$ cat src/rtl/add_result_fifo.sv
// Result FIFO behind the 16-bit ripple adder: queues {cout, rslt} pairs and counts carry events.
// Optional build macro ADD_RESULT_FIFO_SAT_EN stores 16'hFFFF for carry results (saturating add).
module add_result_fifo #(
  parameter  int DEPTH = 4,
  localparam int CW    = $clog2(DEPTH) + 1
) (
  input  logic          clk,
  input  logic          rst,
  input  logic          in_valid,
  output logic          in_ready,
  input  logic [15:0]   in_rslt,
  input  logic          in_cout,
  output logic          out_valid,
  input  logic          out_ready,
  output logic [15:0]   out_data,
  output logic          out_cout,
  output logic [CW-1:0] count,
  output logic [7:0]    cout_cnt
);

  localparam int AW = (DEPTH > 1) ? $clog2(DEPTH) : 1;

  // Handshake: a transfer happens on a rising edge where valid && ready are both high.
  // Ready/valid derive only from registered occupancy, so full never passes through and
  // empty never bypasses.

  logic [16:0]   mem [DEPTH];
  logic [AW-1:0] wr_ptr;
  logic [AW-1:0] rd_ptr;
  logic [CW-1:0] count_q;
  logic [7:0]    cout_cnt_q;
  logic          push;
  logic          pop;
  logic [15:0]   wr_data;

  assign in_ready  = (count_q != CW'(DEPTH));
  assign out_valid = (count_q != '0);
  assign push      = in_valid && in_ready;
  assign pop       = out_valid && out_ready;

`ifdef ADD_RESULT_FIFO_SAT_EN
  assign wr_data = in_cout ? 16'hFFFF : in_rslt;
`else
  assign wr_data = in_rslt;
`endif

  always_ff @(posedge clk) begin
    if (push) begin
      mem[wr_ptr] <= {in_cout, wr_data};
    end
  end

  always_ff @(posedge clk or posedge rst) begin
    if (rst) begin
      wr_ptr     <= '0;
      rd_ptr     <= '0;
      count_q    <= '0;
      cout_cnt_q <= '0;
    end else begin
      if (push) begin
        wr_ptr <= wr_ptr + AW'(1);
      end
      if (pop) begin
        rd_ptr <= rd_ptr + AW'(1);
      end
      case ({push, pop})
        2'b10:   count_q <= count_q + CW'(1);
        2'b01:   count_q <= count_q - CW'(1);
        default: count_q <= count_q;
      endcase
      if (push && in_cout && (cout_cnt_q != 8'hFF)) begin
        cout_cnt_q <= cout_cnt_q + 8'd1;
      end
    end
  end

  // Stale array contents are masked so nothing leaks out while empty or after reset.
  always_comb begin
    out_data = '0;
    out_cout = 1'b0;
    if (out_valid) begin
      out_data = mem[rd_ptr][15:0];
      out_cout = mem[rd_ptr][16];
    end
  end

  assign count    = count_q;
  assign cout_cnt = cout_cnt_q;

endmodule
$ cat config.mk
export PLATFORM = sky130hd
export DESIGN_NAME = add_result_fifo
export DESIGN_NICKNAME = d
export VERILOG_FILES = /design/src/rtl/add_result_fifo.sv
export SDC_FILE = /design/constraint.sdc
export NUM_CORES = 1
export LEC_CHECK = 0
export ABC_AREA = 1
export CORE_ASPECT_RATIO = 0.5
export CORE_UTILIZATION = 54
export CTS_BUF_LIST = sky130_fd_sc_hd__clkbuf_4 sky130_fd_sc_hd__clkbuf_8 sky130_fd_sc_hd__clkbuf_16
export CTS_CLUSTER_SIZE = 40
export DETAILED_ROUTE_END_ITERATION = 16
export PLACE_DENSITY = 0.79
export SETUP_SLACK_MARGIN = 0.1
export SLEW_MARGIN = 10
export SYNTH_ARGS = -nofsm -noshare
export SYNTH_HDL_FRONTEND = slang
export SYNTH_SLANG_ARGS = --single-unit
$ cat constraint.sdc
create_clock -name clk -period 2.3 [get_ports clk]
set_input_delay 0.46 -clock clk [delete_from_list [all_inputs] [get_ports clk]]
set_output_delay 0.46 -clock clk [all_outputs]
set_load 0.1 [all_outputs]
# After elaboration in Yosys (flattened, before gate mapping)

Memory sizes are Yosys's and may differ from the RTL's.
Index checks and enable logic that the tools add are counted.

Register bits after elaboration: 15
Bits in writable memories: 68
Input bits: 21
Output and inout bits: 30
Logic and storage cells: 25
Memories: 1

$add $sub $neg: 5
Eq/ne operators: 4
Mux-type cells: 5
Reduce and logical (&&, ||, !) cells: 6

Memories:

| memory | words | bits a word | read ports | clocked after memory_dff | wr ports | RTL line | RTL |
|---|---|---|---|---|---|---|---|
| mem    | 4     | 17          | 1          | 0                        | 1        | 27       | `logic [16:0] mem [DEPTH];` |

Operators with widths:

| cell                  | number |
|---|---|
| $mux W16              | 1 |
| $add A8 B1 Y8 const B | 1 |
| $ne A8 B8 Y1 const B  | 1 |
| $pmux W3 S2           | 1 |
| $add A2 B1 Y2 const B | 2 |
| $logic_and A1 B1 Y1   | 4 |
| $add A3 B1 Y3 const B | 1 |
| $mux W1               | 3 |
| $ne A3 B3 Y1 const B  | 1 |
| $reduce_bool A3 Y1    | 1 |
| $sub A3 B1 Y3 const B | 1 |
| $eq A2 B1 Y1 const B  | 1 |
| $eq A2 B2 Y1 const B  | 1 |
| $reduce_bool A2 Y1    | 1 |

# Logic depth before layout (Yosys ltp)

Gate-level depths: netlist of run 1.

Word-level depth: 4
Depth in mapped cells: 10

# Least setup slack after synthesis of run 1

Ideal clock, no wire load.

Path type: flip-flop to output port
Start point: reg count_q[0] (netlist: count[0])
End point: out out_data[10]
Data arrival time: 3682 ps
Required time: 1840 ps
Slack: -1842 ps
Cell stages (with the launch flop): 6
Path through: dfrtp_1 -> nor2_2 -> nand2_1 -> inv_2 -> buf_4 -> a21oi_1

Cells in the longest elaborated chain, start to end: 2

RTL lines:

| item                   | RTL line | RTL |
|---|---|---|
| start, declared        | 30       | `logic [CW-1:0] count_q;` |
| start signal, assigned | 67       | `2'b10: count_q <= count_q + CW'(1);` |
| start signal, assigned | 68       | `2'b01: count_q <= count_q - CW'(1);` |
| start signal, assigned | 69       | `default: count_q <= count_q;` |
| $reduce_bool A3 Y1     | 37       | `assign out_valid = (count_q != '0);` |
| via out_valid          | 13       | `output logic out_valid,` |
| $mux W16               | 81       | `if (out_valid) begin` |
| end, declared          | 15       | `output logic [15:0] out_data,` |

The timed path passes the listed nets, and every way through them passes these cells.

# Worst setup path after layout of run 1

Start point: reg rd_ptr[0]
End point: out out_data[10]

Cells in the longest elaborated chain, start to end: 2

RTL lines:

| item                   | RTL line | RTL |
|---|---|---|
| start, declared        | 29       | `logic [AW-1:0] rd_ptr;` |
| start signal, assigned | 64       | `rd_ptr <= rd_ptr + AW'(1);` |
| $mem_v2 Z4 W17         | --       |  |
| $mux W16               | 81       |  |

No other way between the ends.

==> results of run 1 <==
-- timing repair --
| item | CTS | global route |
|---|---|---|
| setup endpoints to repair | 17 | 16 |
| buffers inserted | 0 | 0 |
| pin swaps | 0 | 0 |
| resized for setup | 4 | 5 |
-- critical path, cell delays in order (launching register included) --
cell	delay [ns]
dfrtp_2	0.45
buf_6	0.20
nor2_1	0.07
nor2_1	0.10
o21ai_0	0.16
a21oi_4	0.21
buf_12	0.19
-- placed cells by master, fill, tap and decap left out, types with 10 or more instances in the layout --
master	netlist	layout
inv_1	18	17
nand3_1	10	10
dfrtp_1	15	10
a21oi_4	0	17
clkdlybuf4s50_1	0	20
nor2_1	77	73
nand2_1	42	40
o21ai_1	13	16
buf_4	5	19
edfxtp_1	68	68
buf_12	0	17
o21ai_0	28	25
-- stage by stage --
stage | cells | area [sq um] | setup WS (ns) | utilization (%)
floorplan | 326 | 3880 | 0.0669 | -
global placement | 461 | 4610 | 0.178 | 74.0
detailed placement | 461 | 4610 | 0.126 | 74.0
CTS | 477 | 4900 | 0.0990 | 78.7
global route | 477 | 4920 | 0.0358 | 78.9
finish | 477 | 4920 | 0.113 | 78.9
-- sequential cells by signal, indices dropped and copies added (netlist names) --
register / count
count: 3
wr_ptr: 2
cout_cnt: 8
rd_ptr: 2
mem: 68
-- area by class of cell --
class | count | area [sq um]
clock buffers | 9 | 225
multi-input cells | 209 | 1270
repair buffers | 58 | 709
flip-flops and latches | 83 | 2430
inverters | 23 | 109
clock inverters | 7 | 58.8
fillers | 355 | 1320
well taps | 88 | 110
-- cell families after synthesis --
logic type	share of synthesized area (%)
simple gates	15.7
xor+xnor	1.22
compound gates	8.50
buf+inv	4.37
flops	67.6
fa+ha+maj	2.66
-- layer usage --
metal / global-route usage (%) / vias up / wire length [um]
li1: - / 1217 / -
met5: 0 / - / 0
met2: 43.8 / 94 / 4060
met1: 27.6 / 1249 / 3110
met3: 8.49 / 4 / 468
met4: 8.32 / 0 / 40
-- how the worst min path moves through the flow --
stage | endpoint | from | slack [ns]
2_1_floorplan | cout_cnt[0] | rst | 0.36
3_3_place_gp | cout_cnt[0] | cout_cnt[0] | 0.54
3_5_place_dp | cout_cnt[3] | cout_cnt[3] | 0.55
4_1_cts | cout_cnt[7] | rst | 0.53
5_1_grt | cout_cnt[7] | rst | 0.58
6_report | wr_ptr[1] | rst | 0.52
==> results.ini, run 1 <==
[status]
outcome=finished, final reports clean

[floorplanning]
initial_utilization_pct=57.4
pin_count=51
fp.dieW_um=117
core-area_sq_mm=0.00623
rows=20
die_area_sq_mm=0.00698
die_h_um=59.6

[min_path]
timing.hold.worst.class=input pin to asynchronous set/reset pin

[critical_path]
worstReg2RegStart=count[1]
required_ns=1.84
critPathMaxFanout=16
r2r_slack_ns=0.32
reg2reg_depth=9
r2r_end=count[2]
setup.worst_path.start=rd_ptr[0]
worstPathArrival_ns=1.73
criticalPathCategory=register to output port
cp-endpoint=out_data[10]
cp-end-kind=output port
start_kind=register

[sta]
hold_slack_ns=0.520
timing.fmax_ghz=0.457
min_period_ns=2.19
max_slew_margin_pct=57.6
setup-tns-final_ns=0
worstMarginPinSlew_ns=0.635
skew_ns=0.00556
slew_violations=0
setup_viol=0
fin_crit_sh_pct=95.1
hold_viol_final=0
rsz0062_at_grt=true

[synthesis]
synth_ff_type=edfxtp_1
async_reset_ff_share_pct=18.1
yosysWarnings=0
syn-num-nets=354
synth.most_common_cell=nor2_1
synth_top_area_share_pct=57.1
yosys-top-cells-count=nor2_1, edfxtp_1, nand2_1
yosysTopAreaCell=edfxtp_1
avgSynthCellArea_sq_um=11.0
ys_ff_latch=83
synth_cell_types=24
ys_seq_area_share_pct=67.6
synth_area_leaders=edfxtp_1, dfrtp_1, nor2_1, nand2_1, o21ai_0
synth_area_sq_mm=0.00358
syn_inst=326
synth_edf_count=68

[global_routing]
grt_antenna_before_repair=0
grt_usage_pct=24.4
grt_remaining_overflow=0
grt_max_degree=37
grt_pass1_wl_mm=12.0
first_global_vias=2595

[route]
drtIter0Drc=228
drc_errors=0
wl_per_cell_um=16.1
routed_wirelength_mm=7.68
via_per_inst=5.38
vias=2564
ant_nets=0
drt_pass1_iterations=4

[clocking]
path_clk_slew_ns=0.06
clk_path_buf_depth=2
root_buffer=clkbuf_16
clkLatencyLatePin_ns=0.33
numCtsBuffers=9
cts_tree=yes
clock-sinks=83
cts_max_level=3
cts_hold_buf=0

[finish]
insertedDiodeCount=0
drive_above_1_share_pct=24.4
area_growth_pct=37.4
final_nets=412

[placed_design]
place.gp.congestion=0.740
place_hpwl_mm=4.71
io_buffers=50

[job]
drv_cap=0

Power of run 1 is not shown: default switching activity piles up to over one toggle a cycle in this logic, so the estimate is an artifact.
==> inputs of run 2 (changes only) <==
- CORE_ASPECT_RATIO: 0.5 -> 0.75
==> run 2 against run 1 <==
Routed wire length decreased by 3.6%. Cell area decreased by 1.7%. Fmax increased by 2.2%. Utilization decreased by 2.8 points. Register-to-register slack got worse by 0.02 ns. Hold slack got worse by 0.030 ns. Global-route usage decreased by 0.95 points. Sequential share of layout area increased by 0.84 points. Die area decreased by 0.23%. Critical path type unchanged.
==> results.ini, run 2 (synthesized netlist as in run 1, its figures left out) <==
[status]
outcome=finished, final reports clean  ; unchanged

[min_path]
timing.hold.worst.class=input pin to asynchronous set/reset pin  ; unchanged

[sta]
timing.fmax_ghz=0.467  ; was 0.457 GHz
setup-tns-final_ns=0  ; unchanged
setup_viol=0  ; unchanged
skew_ns=0.00934  ; was 0.00556 ns
fin_crit_sh_pct=93.1  ; was 95.1%
slew_violations=0  ; unchanged
worstMarginPinSlew_ns=0.605  ; was 0.635 ns
min_period_ns=2.14  ; was 2.19 ns
hold_viol_final=0  ; unchanged
rsz0062_at_grt=true  ; unchanged
max_slew_margin_pct=59.7  ; was 57.6%

[critical_path]
max_stage_delay_ns=0.46  ; was 0.45 ns
reg2reg_depth=8  ; was 9
cp_num_cells=5  ; was 6
cp-end-kind=output port  ; unchanged
cp_slowest_cell=dfrtp_2  ; unchanged
start_kind=register  ; unchanged
required_ns=1.84  ; about the same
cpLargestDelayFamily=buffers and inverters  ; was flip-flops
crit_buf_inv=3  ; was 2
critPathMaxFanout=18  ; was 16
criticalPathCategory=register to output port  ; unchanged
worstPathArrival_ns=1.68  ; was 1.73 ns
crit_chain=inv_2 -> buf_8 -> o21ai_0 -> a21oi_4 -> buf_12  ; was buf_6 -> nor2_1 -> nor2_1 -> o21ai_0 -> a21oi_4 -> buf_12

[floorplanning]
die_area_sq_mm=0.00696  ; was 0.00698 sq mm
core-area_sq_mm=0.00635  ; was 0.00623 sq mm
rows=25  ; was 20
initial_utilization_pct=56.4  ; was 57.4%
fp.dieW_um=96  ; was 117 um
die_h_um=72.5  ; was 59.6 um
pin_count=51  ; unchanged

[clocking]
cts_max_level=3  ; unchanged
clock-sinks=83  ; unchanged
numCtsBuffers=9  ; unchanged
clk_path_buf_depth=2  ; unchanged
cts_tree=yes  ; unchanged
root_buffer=clkbuf_8  ; was clkbuf_16
path_clk_slew_ns=0.08  ; was 0.06 ns
clkLatencyLatePin_ns=0.33  ; about the same

[global_routing]
grt_remaining_overflow=0  ; unchanged
grt_usage_pct=23.4  ; was 24.4%
first_global_vias=2472  ; was 2595
grt_antenna_before_repair=0  ; unchanged
grt_pass1_wl_mm=11.9  ; was 12.0 mm
grt_max_degree=21  ; was 37

[route]
drt_pass1_iterations=4  ; unchanged
wl_per_cell_um=15.7  ; was 16.1 um
routed_wirelength_mm=7.40  ; was 7.68 mm
drtIter0Drc=223  ; was 228
vias=2492  ; was 2564
drc_errors=0  ; unchanged
via_per_inst=5.28  ; was 5.38
ant_nets=0  ; unchanged

[placed_design]
place.gp.congestion=0.798  ; was 0.740
io_buffers=50  ; unchanged
place_hpwl_mm=4.94  ; was 4.71 mm

[finish]
insertedDiodeCount=0  ; unchanged
final_nets=414  ; was 412
largest_reg_flops=68  ; unchanged
layout_common_cells=nor2_1, edfxtp_1, nand2_1  ; unchanged
regMostFlops=mem  ; unchanged
area_growth_pct=35.1  ; was 37.4%
utilization_pct=76.1  ; was 78.9%
layout_commonest_cell=nor2_1  ; unchanged
drive_above_1_share_pct=25.6  ; was 24.4%

[job]
drv_cap=0  ; unchanged

-- run 2: cell types whose count changed in the layout (fill, tap and decap cells not counted) --
cell	change
buf_4	-1
clkbuf_16	-9
o21ai_0	-2
buf_6	+1
buf_12	+2
clkbuf_8	+9
clkbuf_4	+4
o21ai_1	+2
inv_6	-1
bufinv_16	-1
inv_2	+1
clkinv_1	-3
-- run 2: worst paths after layout --
path                            from     endpoint  slack, ns
min                              rst    wr_ptr[0]       0.49
min in group clk            count[0]     count[0]       0.57
max reg2reg                 count[1]     count[1]       0.30
max                        rd_ptr[0]  out_data[2]       0.16
max in group asynchronous        rst     count[1]       1.36
min reg2reg                 count[0]     count[0]       0.57
-- run 2: what timing repair did --
item                                    4_1_cts  5_1_grt
endpoints found under the setup margin       16       12
resized for setup                             3       10
pin swaps                                     0        0
cloned                                        0        0
hold buffers                                  0        0
setup buffers                                 0        1
-- run 2: layout make-up --
type	instances	area [sq um]
Clock inverter	3	17.5
Multi-Input combinational cell	209	1270
Tap cell	81	101
Sequential cell	83	2430
Timing Repair Buffer	60	753
Inverter	23	104
Clock buffer	13	154
Fill cell	388	1520
-- run 2: metrics by stage --
| stage | instance area (sq um) | hold WS, ns | setup slack, ns | cells |
|---|---|---|---|---|
| after global placement | 4620 | 0.542 | 0.174 | 455 |
| after detailed placement | 4620 | 0.554 | 0.125 | 455 |
| final | 4830 | 0.490 | 0.159 | 472 |
| after floorplan | 3880 | 0.362 | 0.0669 | 326 |
| after CTS | 4800 | 0.508 | 0.123 | 471 |
| after global routing | 4830 | 0.551 | 0.0775 | 472 |
-- run 2: routing by layer --
metal | part of all wire [%] | global-route usage, % | vias to the layer above
li1 | - | - | 1218
met1 | 44 | 32.4 | 1195
met2 | 50 | 37.9 | 77
met3 | 5.5 | 4.93 | 2
met4 | 0.26 | 6.63 | 0
met5 | 0 | 0 | -
Power of run 2 is left out for the same reason.
==> variant (settings of run 1) <==
Put one more register stage on the output `cout_cnt`, with the module's reset. The value now appears one clock later. The other outputs are not delayed to match.
--- a/src/rtl/add_result_fifo.sv
+++ b/src/rtl/add_result_fifo.sv
@@ -87,3 +87,9 @@
   assign count    = count_q;
-  assign cout_cnt = cout_cnt_q;
+  always_ff @(posedge clk or posedge rst) begin
+    if (rst) begin
+      cout_cnt <= '0;
+    end else begin
+      cout_cnt <= cout_cnt_q;
+    end
+  end
 
Check against the original RTL: not equivalent (a bounded check fails within 4 cycles, from zero or initial values and one cycle with rst high).
==> variant against run 1 <==
  * Area after synthesis rose by 7.2%
  * Sequential cell count is 8 higher
  * Non-clock buffer count grew 5
  * Final area up 5.5%
  * Worst setup slack better by 0.035 ns
  * Sequential share of layout area increased by 1.2 points
  * Wire length grew 2.7%
  * Maximum frequency rose by 1.6%
  * Register-to-register slack worse by 0.05 ns
  * Highest routed layer unchanged
Power is left out: the tool's default activity adds up to more than one toggle a clock period on the data nets, which glitch-free logic cannot reach.
==> variant: results (changes against run 1) <==
[cts]
root_buffer = clkbuf_16
cts_buffers = 9  ; unchanged
insertion_delay_ns = 0.35  ; +0.02 ns
cts-htree-levels = 3  ; unchanged
clk_pin_slew_ns = 0.06  ; about the same
cts_buffer_depth = 2  ; unchanged

[min_path]
min_from = cout_cnt_q[7]$_DFFE_PP0P_
worst_hold_path_type = register to register

[detailed_routing]
drt_iter0_drc = 177  ; -22%
firstDrtPassIters = 4  ; unchanged
vias = 2601  ; +1.4%
avgRoutedWirePerCell_um = 15.9  ; -1.2%

[final_layout]
final.fill_count = 412  ; +16%
diodes = 0  ; unchanged
finalNetCount = 427  ; +3.6%
largestRegisters = mem x68, cout_cnt x8, cout_cnt_q x8
final_layout_size_suffix_gt1_frac = 0.262  ; +0.0182

[critical_path]
r2r-start = count[0]$_DFFE_PP0P_
crit_fanout = 21  ; +5
cp.arrival_ns = 1.69  ; -0.04 ns
cp-startpoint = rd_ptr[0]$_DFFE_PP0P_

[timing]
tightest_slew_ns = 0.709  ; +0.0747 ns
hold_viol = 0  ; unchanged
fin_skew_ns = 0.0101  ; +0.00456 ns

[grt]
grt_max_degree = 37  ; unchanged
grt_pass1_vias = 2601  ; +0.23%
antenna_found_initial = 0  ; unchanged
grt_pass1_wl_um = 12600  ; +5.1%
grt_usage = 0.241  ; -0.00227

[logic_synthesis]
ys_types = 25  ; +4.2%
synth_edf_count = 68  ; unchanged
synth_fa_ha_area_frac = 0.0248  ; -0.00179
synth-xor-area-share = 0.00913  ; -0.00311
synth_common_cells = nor2_1 (80), edfxtp_1 (68), nand2_1 (42)
synth.area.top_cells = edfxtp_1 (53%), dfrtp_1 (15%), nor2_1 (7.8%)
ys_seq_area_frac = 0.682  ; +0.00680
synthMuxAreaShare = 0  ; unchanged
yosys_warnings = 0  ; unchanged
synth_nets = 364  ; +2.8%
synthArstFlopShare = 0.253  ; +0.0720
synth-main-ff-cell = edfxtp_1
synth-compound-area-share = 0.0799  ; -0.00506

[placement]
portBuffers = 50  ; unchanged
detailed_place_hpwl_um = 5090  ; +8.1%
gp_congestion = 0.780  ; +5.3%
dpl_cell_area_um2 = 4870  ; +5.5%

[outcome]
status = completed

-- variant: worst max-delay path, stage by stage, from the launching register on --
cell	delay, ns
dfrtp_2	0.45
buf_12	0.18
nor2_1	0.06
nor2_1	0.08
o21ai_0	0.17
a21oi_4	0.21
buf_12	0.19
-- variant: cell families (layout without fill, tap and decap cells) --
kind of cell             after synthesis  count (layout)
adder cells (fa/ha/maj)                7               7
XOR/XNOR                               4               4
buffers and inverters                 35             103
AO/OA/AOI/OAI                         59              59
AND/OR/NAND/NOR                      140             140
flip-flops                            91              91
-- variant: layout make-up --
class                           count  area [um^2]  share of cell area
Clock buffer                       10          233              0.0449
Clock inverter                      6         47.5             0.00916
Inverter                           24          113              0.0217
Multi-Input combinational cell    210         1300               0.250
Sequential cell                    91         2630               0.507
Tap cell                           92          115              0.0222
Timing Repair Buffer               63          752               0.145
-- variant: repair_timing --
action                                  in CTS  in global routing
endpoints found under the setup margin      10                 17
gates resized for setup                      5                  7
setup buffers                                0                  2
pin swaps                                    0                  1
-- variant: worst paths after layout --
kind                            slack, ns                   endpoint  cells past startpoint
worst max-delay path                 0.15                   out_cout                      6
worst min-delay path                 0.47      cout_cnt[7]$_DFF_PP0_                      0
worst max register to register       0.27       count[2]$_DFFE_PP0P_                     10
worst min register to register       0.47      cout_cnt[7]$_DFF_PP0_                      0
max in group asynchronous            1.21  cout_cnt_q[6]$_DFFE_PP0P_                      3
min in group asynchronous            0.53  cout_cnt_q[2]$_DFFE_PP0P_                      2
-- variant: through the flow --
step	hold WS, ns	cells	setup slack, ns
final	0.472	496	0.148
after global routing	0.487	496	0.0707
after CTS	0.472	494	0.106
after detailed placement	0.456	478	0.154
after global placement	0.453	478	0.165
after floorplan	0.413	336	0.0407
-- variant: metal layers --
metal  wire [um]  vias to the layer above  track usage  share of wire
li1            -                     1252            -              -
met1        3210                     1262        0.280           0.41
met2        4040                       77        0.424           0.51
met3         534                       10       0.0806          0.068
met4         102                        0        0.113          0.013
met5           0                        -            0              0
